[src/rtl/mux_scan_reg.sv]
// mux_scan_reg: registered NCH-channel, W-bit multiplexer with manual select and auto-scan.
//
// Ports:
//   clk, rst_n   rising-edge clock, synchronous active-low reset
//   din          packed channels, channel c = din[c*W +: W]
//   mode         0 = manual (load/sel), 1 = scan (stepped every DWELL cycles)
//   sel, load    manual channel request and capture strobe
//   hold         scan: freeze channel advance and dwell count
//   dout         registered data of the current channel
//   dout_valid   dout holds valid data
//   ch_idx       channel dout was taken from
//   wrap         one-cycle pulse on the scan step back to a lower/equal channel
//   sel_err      one-cycle pulse on a rejected manual load
//
// Optional build macro MUX_CH_MASK_EN adds input ch_mask[NCH-1:0] (1 = channel
// enabled): scan skips disabled channels, loads to disabled channels are
// rejected, and an all-zero mask holds the channel with dout_valid low.
module mux_scan_reg #(
   parameter int unsigned NCH   = 16,
   parameter int unsigned W     = 1,
   parameter int unsigned SELW  = 4,
   parameter int unsigned DWELL = 1
) (
   input  logic                clk,
   input  logic                rst_n,
   input  logic [NCH*W-1:0]    din,
   input  logic                mode,
   input  logic [SELW-1:0]     sel,
   input  logic                load,
   input  logic                hold,
`ifdef MUX_CH_MASK_EN
   input  logic [NCH-1:0]      ch_mask,
`endif
   output logic [W-1:0]        dout,
   output logic                dout_valid,
   output logic [SELW-1:0]     ch_idx,
   output logic                wrap,
   output logic                sel_err
);

   localparam int unsigned CNTW = $clog2(DWELL) + 1;

   // Reject configurations whose select width cannot address exactly NCH channels.
   generate
      if (SELW != $clog2(NCH)) begin : g_bad_selw
         $error("mux_scan_reg: SELW must equal clog2(NCH)");
      end
      if (DWELL < 1) begin : g_bad_dwell
         $error("mux_scan_reg: DWELL must be at least 1");
      end
   endgenerate

   logic [SELW-1:0] cur_ch_q,     cur_ch_d;
   logic [CNTW-1:0] dwell_cnt_q,  dwell_cnt_d;
   logic [W-1:0]    dout_q,       dout_d;
   logic            dout_valid_q, dout_valid_d;
   logic [SELW-1:0] ch_idx_q,     ch_idx_d;
   logic            wrap_q,       wrap_d;
   logic            sel_err_q,    sel_err_d;

   logic [SELW-1:0] nxt_ch_c;     // channel the next scan step moves to
   logic            nxt_wrap_c;   // that step goes back to a lower/equal index
   logic            sel_ok_c;     // manual request is a legal, enabled channel
   logic            mask_any_c;   // at least one channel enabled

`ifdef MUX_CH_MASK_EN
   logic            nxt_found_c;
   int unsigned     cand_c;

   // Next enabled channel in ascending order with wraparound; the current
   // channel itself is the last candidate, so a single enabled channel wraps onto itself.
   always_comb begin
      nxt_ch_c    = cur_ch_q;
      nxt_found_c = 1'b0;
      cand_c      = 0;
      for (int unsigned k = 1; k <= NCH; k++) begin
         cand_c = 32'(cur_ch_q) + k;
         if (cand_c >= NCH) cand_c = cand_c - NCH;
         if (!nxt_found_c && ch_mask[cand_c[SELW-1:0]]) begin
            nxt_found_c = 1'b1;
            nxt_ch_c    = cand_c[SELW-1:0];
         end
      end
      nxt_wrap_c = nxt_found_c && (nxt_ch_c <= cur_ch_q);
      mask_any_c = |ch_mask;
      sel_ok_c   = (32'(sel) < NCH) && ch_mask[sel];
   end
`else
   // Plain modulo-NCH step; every channel is enabled.
   always_comb begin
      nxt_wrap_c = (cur_ch_q == SELW'(NCH - 1));
      nxt_ch_c   = nxt_wrap_c ? '0 : cur_ch_q + SELW'(1);
      mask_any_c = 1'b1;
      sel_ok_c   = (32'(sel) < NCH);
   end
`endif

   // Channel selection, dwell counting and output capture.
   always_comb begin
      cur_ch_d     = cur_ch_q;
      dwell_cnt_d  = dwell_cnt_q;
      dout_d       = din[32'(cur_ch_q) * W +: W];
      dout_valid_d = mask_any_c;
      ch_idx_d     = cur_ch_q;
      wrap_d       = 1'b0;
      sel_err_d    = 1'b0;

      if (!mode) begin
         // Keeping the count cleared in manual mode gives a fresh full dwell on entry to scan.
         dwell_cnt_d = '0;
         if (load) begin
            if (sel_ok_c) cur_ch_d  = sel;
            else          sel_err_d = 1'b1;
         end
      end else if (!hold) begin
         if (dwell_cnt_q == CNTW'(DWELL - 1)) begin
            dwell_cnt_d = '0;
            cur_ch_d    = nxt_ch_c;
            wrap_d      = nxt_wrap_c;
         end else begin
            dwell_cnt_d = dwell_cnt_q + CNTW'(1);
         end
      end
   end

   // State and output registers.
   always_ff @(posedge clk) begin
      if (!rst_n) begin
         cur_ch_q     <= '0;
         dwell_cnt_q  <= '0;
         dout_q       <= '0;
         dout_valid_q <= 1'b0;
         ch_idx_q     <= '0;
         wrap_q       <= 1'b0;
         sel_err_q    <= 1'b0;
      end else begin
         cur_ch_q     <= cur_ch_d;
         dwell_cnt_q  <= dwell_cnt_d;
         dout_q       <= dout_d;
         dout_valid_q <= dout_valid_d;
         ch_idx_q     <= ch_idx_d;
         wrap_q       <= wrap_d;
         sel_err_q    <= sel_err_d;
      end
   end

   assign dout       = dout_q;
   assign dout_valid = dout_valid_q;
   assign ch_idx     = ch_idx_q;
   assign wrap       = wrap_q;
   assign sel_err    = sel_err_q;

endmodule

[config.mk]
export PLATFORM = sky130hd
export DESIGN_NAME = mux_scan_reg
export DESIGN_NICKNAME = d
export VERILOG_FILES = /design/src/rtl/mux_scan_reg.sv
export SDC_FILE = /design/constraint.sdc
export NUM_CORES = 1
export LEC_CHECK = 0
export CORE_MARGIN = 2
export CORE_UTILIZATION = 39
export CTS_CLUSTER_SIZE = 25
export DETAILED_ROUTE_END_ITERATION = 12
export PLACE_DENSITY_LB_ADDON = 0.08
export SYNTH_ARGS = -nofsm -noshare
export SYNTH_HDL_FRONTEND = slang
export SYNTH_SLANG_ARGS = --single-unit
[constraint.sdc]
create_clock -name clk -period 3.5 [get_ports clk]
set_clock_uncertainty 0.2 [all_clocks]
set_input_delay 1.05 -clock clk [delete_from_list [all_inputs] [get_ports clk]]
set_output_delay 1.05 -clock clk [all_outputs]
set_load 0.05 [all_outputs]
==> results.cfg, run 1 <==
[global_routing]
met2_usage = 0.279
grt_max_degree = 13
grt_use_total = 0.162
grt_util_met1 = 0.197
grt.busiest_layer = met2
grt_pass1_wl_um = 2300
antenna_found_initial = 0
grt-ovfl-total = 0
grt_use_met3 = 0.0596
grt_pass1_vias = 553

[route]
drtPass1Iterations = 4
drt_wl_total_um = 1300
wl_per_cell_um = 12.2
vias_per_cell = 5.24
drt_iter0_drc = 21
drc_errors = 0
num_vias = 555
antenna_left = 0

[logic_synthesis]
syn_inst = 58
ys_ff_latch = 11
synth-xor-area-share = 0.0150
syn_area_per_cell_um2 = 10.1
synth-compound-area-share = 0.199
yosys.area_share.simple = 0.171
yosys.area.top_type = dfxtp_1
synth_top_family_by_area = compound AO/OA/AOI/OAI gates
seq_area_frac_synth = 0.377
synth_fa_ha_area_frac = 0.0214
synth_top_area_frac = 0.377
synth_cell_types = 32
netlist_area_um2 = 584
synthMuxAreaShare = 0.158
yosysWarnings = 0
postSynthNetCount = 84
synth_area_leaders = dfxtp_1 (38%), mux2_2 (5.8%), mux4_1 (4.5%)

[placement]
finalWeightedCongestion = 0.841
hpwl_um = 1000
pre_cts_ws_ns = 0.800
port_buffers = 31

[worst_setup_path]
slowest_delay_ns = 0.80
crit_fanout = 1
crit_start = dout_valid$_DFF_P_
crit_end = dout_valid
crit_slowest_cell = clkdlybuf4s50_1
cp-end-kind = output port
worst_r2r_endpoint = dout$_SDFF_PN0_
crit_chain = clkdlybuf4s50_1
cp.depth = 1
rrSetupSlack_ns = 1.56
crit-reg2reg-launch = ch_idx_d[0]$_SDFFE_PN0P_
cp.arrival_ns = 1.38
required_ns = 2.25
cpLargestDelayFamily = buffers and inverters
critical_path_class = reg2out
worstPathBufferInverterCount = 1
reg2reg_depth = 4
cp-start-kind = flip-flop

[sta]
slew_violations = 0
rsz0062_at_grt = no
finalSetupViolations = 0
slew_headroom = 0.662
period_share = 0.752
max_freq_ghz = 0.380
hold_viol = 0
worst_slack_ns = 0.868
period_minus_slack_ns = 2.63
holdWs_ns = 0.353
setup_tns_ns = 0
tightest_slew_ns = 0.506

[clock_tree]
cts_setup_buffers = 0
cts_buffers = 3
hold_buffers = 0
clk_transition_reported_paths_ns = 0.07
clock-sinks = 11
cts_tree = yes
clk_latency_ns = 0.26
cts_root_buf = clkbuf_4
clockBufferDepth = 2
htree_num_levels = 1
cts_resized = 0

[floorplanning]
start_util = 0.433
io_pins = 33
dieArea_mm2 = 0.00182
die_w_um = 42.7
die_h_um = 42.7
rows = 13
core_mm2 = 0.00135

[finish]
fin_nets = 118
area_growth_pct = 57.6
drive_gt1_frac = 0.110
layout_commonest_cell = clkdlybuf4s50_1
diodes = 0
final_cell_mix = clkdlybuf4s50_1 (31), dfxtp_1 (11), nand2_1 (5)

[power_and_ir_drop]
total_power_mw = 0.323
p_leak_nw = 0.372
power_density_mw_per_mm2 = 351
ir_drop_mv = 0.246

[worst_hold_path]
hold_path.class = reg2reg

[flow_run]
max_cap_viol_count = 0

[outcome]
outcome = finished, final reports clean
kinds of logic (layout without fill, tap and decap cells):
group | count (synthesis) | after routing
flops | 11 | 11
xor+xnor | 1 | 1
fa+ha+maj | 1 | 1
mux | 6 | 6
other cells | 1 | 1
compound gates | 15 | 15
buf+inv | 5 | 38
simple gates | 18 | 18
stage by stage:
stage | util | cell area [um2] | std cells
finish | 0.682 | 921 | 106
CTS | 0.682 | 921 | 106
global placement | 0.663 | 895 | 102
detailed placement | 0.663 | 895 | 102
floorplan | - | 584 | 58
global route | 0.682 | 921 | 106
layout make-up:
type / count / area, um2
Tap cell: 15 / 18.8
Clock buffer: 4 / 26.3
Timing Repair Buffer: 31 / 310
Multi-Input combinational cell: 42 / 334
Sequential cell: 11 / 220
Fill cell: 103 / 429
Inverter: 3 / 11.3
power breakdown:
part,internal (mW),total (mW),switching [mW]
Clock,0.0440,0.0842,0.0402
Combinational,0.0545,0.0939,0.0394
Sequential,0.134,0.145,0.0112
layer usage:
metal	up-vias	share of wire
met3	0	0.068
met5	-	0
met1	258	0.42
met4	0	0
met2	22	0.51
li1	275	-
synth_stat cells, drive strengths merged:
cell and count:
a2111oi 1, a21boi 1, a21o 1, a21oi 1, a2bb2oi 1, and2 5, and2b 1, buf 2
conb 1, dfxtp 11, ha 1, inv 3, mux2 3, mux2i 1, mux4 2, nand2 5
nand2b 2, nand3 3, nor2 1, o211a 2, o211ai 1, o21ai 2, o22ai 3, o31ai 1
o32ai 1, or2b 1, xor2 1
how the worst min path moves through the flow:
stage                        startpoint               to  slack (ns)  cells past startpoint
2_1_floorplan  ch_idx_d[3]$_SDFFE_PN0P_  wrap$_SDFF_PP0_        0.29                      2
4_1_cts        ch_idx_d[3]$_SDFFE_PN0P_  wrap$_SDFF_PP0_        0.35                      2
3_3_place_gp   ch_idx_d[3]$_SDFFE_PN0P_  wrap$_SDFF_PP0_        0.36                      2
3_5_place_dp   ch_idx_d[3]$_SDFFE_PN0P_  wrap$_SDFF_PP0_        0.34                      2
5_1_grt        ch_idx_d[3]$_SDFFE_PN0P_  wrap$_SDFF_PP0_        0.41                      2
6_report       ch_idx_d[3]$_SDFFE_PN0P_  wrap$_SDFF_PP0_        0.35                      2
registers in the layout, indices dropped and copies added (netlist names):
signal / count
dout_valid: 1
ch_idx: 4
wrap: 1
ch_idx_d: 4
dout: 1
Note: power is estimated with default switching activity, not from simulation.
==> run 2, diff against run 1 <==
--- a/config.mk
+++ b/config.mk
@@ -6,7 +6,7 @@
 export NUM_CORES = 1
 export LEC_CHECK = 0
 export CORE_MARGIN = 2
-export CORE_UTILIZATION = 39
+export CORE_UTILIZATION = 36
 export CTS_CLUSTER_SIZE = 25
 export DETAILED_ROUTE_END_ITERATION = 12
 export PLACE_DENSITY_LB_ADDON = 0.08
==> constraint.sdc (replaced) <==
create_clock -name clk -period 2.46 [get_ports clk]
set_clock_uncertainty 0.2 [all_clocks]
set_input_delay 0.738 -clock clk [delete_from_list [all_inputs] [get_ports clk]]
set_output_delay 0.738 -clock clk [all_outputs]
set_load 0.05 [all_outputs]
==> run 2 against run 1 <==
Compared with the run above: largest power group unchanged; die area rose by 7.5%; clock power grew 43%; clock-buffer cell count is the same; combinational power grew 43%.
==> results.cfg, run 2 (synthesis results as in run 1) <==
[outcome]
outcome = finished, final reports clean

[finish]
final.fill_count = 140
final_core_util = 0.617
area_growth_pct = 59.1
final-seq-area_um2 = 220
diodes = 0
layout_commonest_cell = clkdlybuf4s50_1
fin_cells = 108
fin_nets = 119
final_cell_mix = clkdlybuf4s50_1 (31), dfxtp_1 (11), nand2_1 (5)
final_area_um2 = 930
multi_input_area_um2 = 334
drive_gt1_frac = 0.120

[clock_tree]
cts_resized = 0
cts_tree = yes
htree_num_levels = 1
hold_buffers = 0
clock-sinks = 11
clockBufferDepth = 2
cts_setup_buffers = 0
clk_latency_ns = 0.26
clk_transition_reported_paths_ns = 0.07
cts_buffers = 3
cts_root_buf = clkbuf_4

[worst_hold_path]
holdPathEnd = wrap$_SDFF_PP0_
hold_path.class = reg2reg
hp-start = ch_idx_d[3]$_SDFFE_PN0P_
holdPathStages = 2

[sta]
holdWs_ns = 0.349
slew_violations = 0
period_share = 0.938
tightest_slew_ns = 0.500
slew_headroom = 0.665
hold_viol = 0
finalSetupViolations = 0
setup_tns_ns = 0
rsz0062_at_grt = no
worst_slack_ns = 0.152
max_freq_ghz = 0.433
period_minus_slack_ns = 2.31

[placement]
finalWeightedCongestion = 0.802
hpwl_um = 957
dpl-instance-area_um2 = 903
placedCellCount = 104
port_buffers = 31
pre_cts_ws_ns = 0.102

[worst_setup_path]
crit_slowest_cell = clkdlybuf4s50_1
slowest_delay_ns = 0.79
rrSetupSlack_ns = 0.53
crit_chain = clkdlybuf4s50_1
crit_fanout = 1
cp.arrival_ns = 1.37
cp-start-kind = flip-flop
reg2reg_depth = 4
required_ns = 1.52
critical_path_class = reg2out
cp-end-kind = output port
crit-reg2reg-launch = ch_idx_d[0]$_SDFFE_PN0P_
cpLargestDelayFamily = buffers and inverters
worst_r2r_endpoint = dout$_SDFF_PN0_
worstPathBufferInverterCount = 1

[route]
drt_iter0_drc = 5
drc_errors = 0
vias_per_cell = 5.17
antenna_left = 0
drt_wl_total_um = 1200
num_vias = 558
drtPass1Iterations = 4
wl_per_cell_um = 11.1

[global_routing]
grt_use_total = 0.135
grt_pass1_vias = 459
grt_max_degree = 13
antenna_found_initial = 0
grt-ovfl-total = 0
grt_pass1_wl_um = 1880

[floorplanning]
dieArea_mm2 = 0.00196
io_pins = 33
die_w_um = 44.3
rows = 14
start_util = 0.388
die_h_um = 44.3
core_mm2 = 0.00151

[flow_run]
max_cap_viol_count = 0

[power_and_ir_drop]
ir_drop_mv = 0.290
p_leak_nw = 0.377
power_density_mw_per_mm2 = 493
total_power_mw = 0.458
run 2: cell count changes in the layout (fill, tap and decap cells not counted), sizes merged:
cell and change:
buf +1
run 2: layer usage:
layer  vias up  part of all wire  global-route usage
met3         5             0.074              0.0490
met1       253              0.43               0.143
met4         0             0.016              0.0727
li1        279                 -                   -
met5         -                 0                   0
met2        21              0.48               0.232
run 2: worst max-delay path by stage:
stage,from,endpoint,slack [ns],cells after the start
6_report,wrap$_SDFF_PP0_,wrap,0.15,1
3_5_place_dp,din[5],dout$_SDFF_PN0_,0.10,5
4_1_cts,wrap$_SDFF_PP0_,wrap,0.14,1
3_3_place_gp,din[0],dout$_SDFF_PN0_,0.13,5
2_1_floorplan,din[5],dout$_SDFF_PN0_,0.57,4
5_1_grt,wrap$_SDFF_PP0_,wrap,0.09,1
run 2: report_power, final:
part	switching [mW]	total, mW	internal (mW)
logic	0.0552	0.134	0.0784
clock network	0.0570	0.120	0.0627
registers	0.0151	0.205	0.190
total	0.127	0.458	0.331
run 2: final cells by class:
type / instances / area share
clock buffer: 4 / 0.0283
inverter: 3 / 0.0121
multi-input combinational: 42 / 0.359
sequential: 11 / 0.237
tap: 16 / 0.0215
timing repair buffer: 32 / 0.342
